### config.mk
export PLATFORM = sky130hd
export DESIGN_NAME = fifo_rd_stream
export DESIGN_NICKNAME = d
export VERILOG_FILES = /design/src/rtl/fifo_rd_stream.sv
export SDC_FILE = /design/constraint.sdc
export NUM_CORES = 1
export LEC_CHECK = 0
export ABC_CLOCK_PERIOD_IN_PS = 2700
export BUFFER_PORTS_ARGS = -buffer_cell sky130_fd_sc_hd__buf_2
export CAP_MARGIN = 25
export CORE_MARGIN = 1.5
export CORE_UTILIZATION = 30
export DETAILED_ROUTE_END_ITERATION = 10
export MAX_ROUTING_LAYER = met4
export PLACE_DENSITY = 0.47
export RECOVER_POWER = 50
export SYNTH_ARGS = -nofsm -noshare
export SYNTH_HDL_FRONTEND = slang
export SYNTH_SLANG_ARGS = --single-unit
### constraint.sdc
create_clock -name clk -period 2.7 [get_ports clk]
set_clock_uncertainty 0.2 [all_clocks]
set_input_delay 0 -clock clk [delete_from_list [all_inputs] [get_ports clk]]
set_output_delay 0 -clock clk [all_outputs]
set_load 0.005 [all_outputs]
### src/rtl/fifo_rd_stream.sv
// Read-side controller that drains a 1-cycle-latency synchronous FIFO into a
// valid/ready stream through a 2-entry skid buffer, counting delivered words.
module fifo_rd_stream #(
  parameter int unsigned WIDTH = 8,
  parameter int unsigned CNT_W = 16
) (
  input  logic             clk,
  input  logic             rst,
  input  logic             en,
  input  logic             fifo_empty,
  output logic             fifo_rd_en,
  input  logic [WIDTH-1:0] fifo_data,
  output logic             m_valid,
  input  logic             m_ready,
  output logic [WIDTH-1:0] m_data,
  output logic [CNT_W-1:0] delivered_cnt,
  output logic             busy
);

  typedef enum logic [1:0] {
    EMPTY = 2'd0,
    ONE   = 2'd1,
    TWO   = 2'd2
  } occ_e;

  occ_e             state, state_next;
  logic             inflight;
  logic [WIDTH-1:0] buf0, buf1;
  logic [WIDTH-1:0] buf0_next, buf1_next;
  logic             pop;
  logic [1:0]       occ_cnt;
  logic [2:0]       fill;
  logic [1:0]       wr_slot;

  assign m_valid = (state != EMPTY);
  assign m_data  = buf0;
  assign busy    = m_valid || inflight;
  assign pop     = m_valid && m_ready;

  always_comb begin
    occ_cnt    = 2'd0;
    fill       = 3'd0;
    wr_slot    = 2'd0;
    state_next = state;
    buf0_next  = buf0;
    buf1_next  = buf1;
    fifo_rd_en = 1'b0;

    unique case (state)
      EMPTY:   occ_cnt = 2'd0;
      ONE:     occ_cnt = 2'd1;
      TWO:     occ_cnt = 2'd2;
      default: occ_cnt = 2'd0;
    endcase

    // Occupancy after this edge, counting the word already in flight.
    fill = {1'b0, occ_cnt} + {2'b00, inflight} - {2'b00, pop};

    fifo_rd_en = rst && en && !fifo_empty && (fill < 3'd2);

    unique case (fill)
      3'd0:    state_next = EMPTY;
      3'd1:    state_next = ONE;
      default: state_next = TWO;
    endcase

    // Pop shifts the tail to the head; a landing word goes to the first free
    // slot after that shift, so capture and pop can coincide in any state.
    if (pop) begin
      buf0_next = buf1;
    end
    wr_slot = occ_cnt - {1'b0, pop};
    if (inflight) begin
      if (wr_slot == 2'd0) begin
        buf0_next = fifo_data;
      end else begin
        buf1_next = fifo_data;
      end
    end
  end

  always_ff @(posedge clk or negedge rst) begin
    if (!rst) begin
      state         <= EMPTY;
      inflight      <= 1'b0;
      buf0          <= '0;
      buf1          <= '0;
      delivered_cnt <= '0;
    end else begin
      state    <= state_next;
      inflight <= fifo_rd_en;
      buf0     <= buf0_next;
      buf1     <= buf1_next;
      if (pop) begin
        delivered_cnt <= delivered_cnt + 1'b1;
      end
    end
  end

endmodule

======== Word-level counts from Yosys, hierarchy flattened ========
Cells that the tools add are included.
cells by class
  bitwise gates (word level) .............. 1
  $add $sub $neg .......................... 4
  reduce and logical (&&, ||, !) cells .... 10
  muxes and demuxes ....................... 5
  $lt $le $gt $ge ......................... 1
  equality and inequality tests ........... 3
operators by type and width
  operator                                                               count
  8-bit two-way mux                                                      3
  16-bit by 1-bit adder with 16-bit output (second input constant)       1
  2-bit case mux with 2 select lines                                     2
  1-bit logical AND                                                      4
  2-bit by 1-bit adder with 3-bit output                                 1
  3-bit by 1-bit == test with 1-bit output (second input constant)       1
  3-bit zero test                                                        1
  3-bit by 2-bit < comparator with 1-bit output (second input constant)  1
  3-bit by 1-bit subtractor with 3-bit output                            1
  2-bit by 1-bit == test with 1-bit output (second input constant)       1
  2-bit == test (second input constant)                                  1
  2-bit zero test                                                        1
  2-bit AND reduction                                                    1
  2-bit nonzero test                                                     1
  2-bit by 1-bit subtractor with 2-bit output                            1
  1-bit zero test                                                        1
  1-bit logical OR                                                       1
  1-bit NOT                                                              1
word-level totals
  register bits ........................... 35
  logic and storage cells ................. 29
  output and inout bits ................... 27

======== Depth between registers and ports, before layout ========
  word-level depth ........................ 6
  mapped depth ............................ 7

======== Least setup slack after synthesis ========
Ideal clock, no wire load.
  path kind ............................... register -> register
  from .................................... register state[1]
  to ...................................... register inflight
  data required time ...................... 2.357 ns
  data arrival time ....................... 1.905 ns
  library setup time ...................... 0.143 ns
  slack ................................... 0.451 ns
  stages on the path, launching flop included .. 6
  path buffers ............................ 0
  cell sequence ........................... dfrtp_1 or3b_4 nand2_4 ha_1 fa_1 nor4_1
between the ends
  cells in the longest elaborated chain, start to end .. 6
ends and longest elaborated chain
  what                                                                              line  text
  from (decl)                                                                       26    occ_e state, state_next;
  from (signal assigned)                                                            90    state <= state_next;
  2-bit == test / 2-bit by 1-bit == test with 1-bit output (equally long branches)  49    unique case (state)
  2-bit case mux with 2 select lines                                                49
  2-bit by 1-bit adder with 3-bit output                                            57    fill = {1'b0, occ_cnt} + {2'b00, inflight} - {2'b00, pop};
  3-bit by 1-bit subtractor with 3-bit output *                                     57
  3-bit by 2-bit < comparator with 1-bit output *                                   59    fifo_rd_en = rst && en && !fifo_empty && (fill < 3'd2);
  1-bit logical AND *                                                               59
  via fifo_rd_en                                                                    11    output logic fifo_rd_en,
  to (signal assigned)                                                              91    inflight <= fifo_rd_en;
  to (decl)                                                                         27    logic inflight;
Mark *: on every way through the listed nets, which the timed path passes. The rest lies on a longest branch.
A chain may end at the register's enable or synchronous reset.

======== Worst setup path after layout ========
  from .................................... register state[1]
  to ...................................... output port fifo_rd_en
between the ends
  cells in the longest elaborated chain, start to end .. 6
ends and longest elaborated chain
  what                                                                              line
  2-bit == test / 2-bit by 1-bit == test with 1-bit output (equally long branches)  49
  2-bit case mux with 2 select lines                                                49
  2-bit by 1-bit adder with 3-bit output                                            57
  3-bit by 1-bit subtractor with 3-bit output *                                     57
  3-bit by 2-bit < comparator with 1-bit output *                                   59
  1-bit logical AND *                                                               59
  to (decl)                                                                         11
Mark *: on every way between the ends. The rest lies on a longest branch, timed or not.

==> out/summary.txt <==
JOB
----------------------------------------------------------------------------------
Number of violations of the max-capacitance limit ...................            0

ROUTING
----------------------------------------------------------------------------------
Router iterations before antenna repair .............................            4
Post-detailed-route via-to-cell ratio ...............................         4.50
Final routed DRC violation total ....................................            0
Total wire length ...................................................      3.13 mm
First-iteration detailed-routing DRC count ..........................           40
Residual antenna-violating net count after detailed routing .........            0
Detailed-route via count ............................................         1151
Post-detailed-route wirelength per cell .............................      12.2 um

CELLS AND AREA
----------------------------------------------------------------------------------
Multi-input gate area in the final layout ...........................    729 sq um
Fill cells ..........................................................          533
Diodes inserted .....................................................            0
Layout overhead on the synthesized area .............................        30.9%
Most frequent cells in the layout ................................... 35 x sky130_fd_sc_hd__dfrtp_1, 31 x sky130_fd_sc_hd__buf_2, 13 x sky130_fd_sc_hd__dlygate4sd3_1, 12 x sky130_fd_sc_hd__nor2_1, 9 x sky130_fd_sc_hd__xnor2_1
Most common library cell in the layout ignoring fill and taps ....... sky130_fd_sc_hd__dfrtp_1
Layout Nets .........................................................          202
Share of final-layout standard cells stronger than drive strength 1 .        30.6%
Flip-flop and latch area ............................................    876 sq um

SYNTH
----------------------------------------------------------------------------------
Largest cells by area after synthesis ............................... sky130_fd_sc_hd__dfrtp_1 54%, sky130_fd_sc_hd__mux2_4 7.4%, sky130_fd_sc_hd__mux2i_1 4.9%
Syn Area/Cell .......................................................   12.7 sq um
Yosys top cell by area .............................................. sky130_fd_sc_hd__dfrtp_1
Number of nets produced by synthesis ................................          144
Post-synthesis instance area ........................................   1620 sq um
Leading register cell type out of synthesis ......................... sky130_fd_sc_hd__dfrtp_1
Share of Yosys cell area claimed by the top area cell type ..........        54.1%
Synth warn ..........................................................            0
Number of cells produced by synthesis ...............................          127
Post-synthesis sequential element count .............................           35
Register area share after synthesis .................................        54.1%
Post-synth cell types ...............................................           30
Fraction of registers with async set or reset after synthesis .......         100%
Count of flip-flops with a built-in enable after synthesis ..........            0

TIMING
----------------------------------------------------------------------------------
Max-slew headroom at the worst pin ..................................        44.4%
Number of endpoints failing setup at the final stage ................            0
Measured slew at the worst slew-check pin ...........................     0.833 ns
Time the worst path needs with I/O delays and setup .................      2.55 ns
Maximum achievable frequency ........................................    0.392 GHz
Final setup TNS .....................................................         0 ns
Crit share post-route ...............................................        94.5%
Number of slew-limit violations in the final report .................            0
Setup repair after global routing missed its margin .................        false
Final hold vios .....................................................            0
WHS .................................................................     0.223 ns

CLOCKING
----------------------------------------------------------------------------------
Clock latency of the later-clocked register in the worst-skew pair ..      0.27 ns
TritonCTS clock tree ................................................         done
Number of levels in the clock H-tree ................................            2
Number of buffers inserted during clock tree synthesis ..............            5
Postcts setup bufs ..................................................            0
Clk slew on worst S/H paths .........................................      0.07 ns
Sink Count ..........................................................           35
CTS root buffer ..................................................... sky130_fd_sc_hd__clkbuf_8
Largest buffer count on any clock path ..............................            2

PLACEMENT
----------------------------------------------------------------------------------
Placer's final routability congestion estimate ......................        0.750
Detail Placement HPWL ...............................................      2.25 mm
Count of input and output buffers ...................................           39

PWR
----------------------------------------------------------------------------------
Net Sw Frac .........................................................        31.8%
Relative contribution of sequential cells to total power ............        44.4%
Design internal power ...............................................      1290 uW
Net Switching .......................................................       601 uW
Max rail drop VDD ...................................................     0.368 mV
Clock power frac ....................................................        21.6%
Power density over the cells ........................................  893 nW/um^2
Combinational share of power ........................................        34.0%
Lkg Pwr .............................................................   0.00108 uW
Total chip power ....................................................      1890 uW

SETUP PATH
----------------------------------------------------------------------------------
Critical path start-end classification .............................. register to primary output
Worst Path Max Fanout ...............................................            7
Arrival time at the worst endpoint ..................................      2.35 ns
Critical path launch point type .....................................     register
Category of the worst setup path capture point ...................... primary output
Worst Path Required .................................................      2.50 ns

GRT
----------------------------------------------------------------------------------
Pin count of the biggest net entering global routing ................           35
GRT overflow ........................................................            0
Wire length of the first global-routing pass ........................      5.64 mm
Antenna violations before repair ....................................            0
GR Util All Layers ..................................................        12.5%
Via count of the first global-routing pass ..........................         1163

FLOORPLAN
----------------------------------------------------------------------------------
Initial core utilization ............................................        31.5%
Number of standard-cell rows in the floorplan .......................           26
I/O pin cnt .........................................................           40
Horizontal extent of the die ........................................      76.4 um
Die outline area ....................................................   5840 sq um
Floorplan core area .................................................   5140 sq um
Die span in y .......................................................      76.4 um

HOLD PATH
----------------------------------------------------------------------------------
Kind of path behind the tightest hold check ......................... input pin to register

OUTCOME
----------------------------------------------------------------------------------
Outcome ............................................................. finished clean

==> logic make-up (layout without fill, tap and decap cells) <==
group | count (synthesis) | after routing | synth area share [%]
adders and majority gates | 4 | 4 | 3.56
DFF | 35 | 35 | 54.1
muxes | 17 | 17 | 13.1
AOI/OAI and AO/OA | 11 | 11 | 4.64
buffers and inverters | 3 | 62 | 1.16
xor gates and xnor gates | 16 | 16 | 8.66
and+or+nand+nor | 41 | 41 | 14.8
==> synth_stat cells, types with 2 or more instances <==
cell and number:
sky130_fd_sc_hd__nand4_1 2, sky130_fd_sc_hd__mux2_4 8, sky130_fd_sc_hd__and3_1 4, sky130_fd_sc_hd__ha_1 3
sky130_fd_sc_hd__dfrtp_1 35, sky130_fd_sc_hd__nor2_1 12, sky130_fd_sc_hd__nand2_4 2, sky130_fd_sc_hd__a21oi_1 8
sky130_fd_sc_hd__nand2_1 6, sky130_fd_sc_hd__and2_1 3, sky130_fd_sc_hd__nand3_1 4, sky130_fd_sc_hd__xor2_1 7
sky130_fd_sc_hd__mux2i_1 8, sky130_fd_sc_hd__xnor2_1 9
==> critical path: stages, from the launching register on <==
cell and delay [ns]:
sky130_fd_sc_hd__dfrtp_1 0.44, sky130_fd_sc_hd__or3b_4 0.44, sky130_fd_sc_hd__nand2_4 0.10, sky130_fd_sc_hd__ha_1 0.17, sky130_fd_sc_hd__fa_1 0.46, sky130_fd_sc_hd__nor4_2 0.30, sky130_fd_sc_hd__buf_2 0.16
==> through the flow <==
| step | cell area [sq um] | setup slack, ns | std cells | utilization, % |
|---|---|---|---|---|
| 5_1_grt | 2120 | 0.0243 | 256 | 41.2 |
| 6_report | 2120 | 0.148 | 256 | 41.2 |
| 3_3_place_gp | 1890 | 0.465 | 235 | 36.8 |
| 3_5_place_dp | 1890 | 0.395 | 235 | 36.8 |
| 4_1_cts | 2120 | 0.0700 | 256 | 41.3 |
| 2_1_floorplan | 1620 | 0.451 | 127 | - |
==> registers in the layout (all words and copies together), names as in the netlist <==
name / count
state: 2
m_data: 8
buf1: 8
delivered_cnt: 16
inflight: 1
==> path summary, 6_finish.rpt <==
check,start,end,slack (ns),cells after the start
max in group asynchronous,rst,delivered_cnt[2],1.41,3
hold / removal,fifo_empty,inflight,0.22,3
setup / recovery,state[1],fifo_rd_en,0.15,6
setup reg to reg,state[1],inflight,0.48,5
hold reg to reg,delivered_cnt[15],delivered_cnt[15],0.27,1
min in group asynchronous,rst,delivered_cnt[3],0.36,3
==> power groups by stage <==
stage	Combinational (uW)	Clock [uW]	Sequential, uW
after global routing	719	450	868
after floorplan	430	0	829
final	642	407	840
after detailed placement	644	0	847
after global placement	616	0	836
after CTS	662	426	838
==> per-layer routing <==
layer | up-vias | track usage (%) | share of wire (%)
met3 | 5 | 3.83 | 4.8
met1 | 561 | 15.0 | 45
li1 | 554 | - | -
met5 | - | - | 0
met2 | 31 | 20.0 | 49
met4 | 0 | 4.44 | 1.2
==> final cells by class <==
type                    instances  share of cell area [%]
clock buffers                   8                    4.73
inverters                       1                   0.177
multi-input cells              89                    34.5
flip-flops and latches         35                    41.4
well taps                      70                    4.14
repair buffers                 53                    15.1
==> what timing repair did <==
action	CTS	global route
setup endpoints to repair	0	1
hold endpoints to repair	54	0
resized for setup	0	1
hold buffers	13	0
Power figures use the tool's default switching activity.
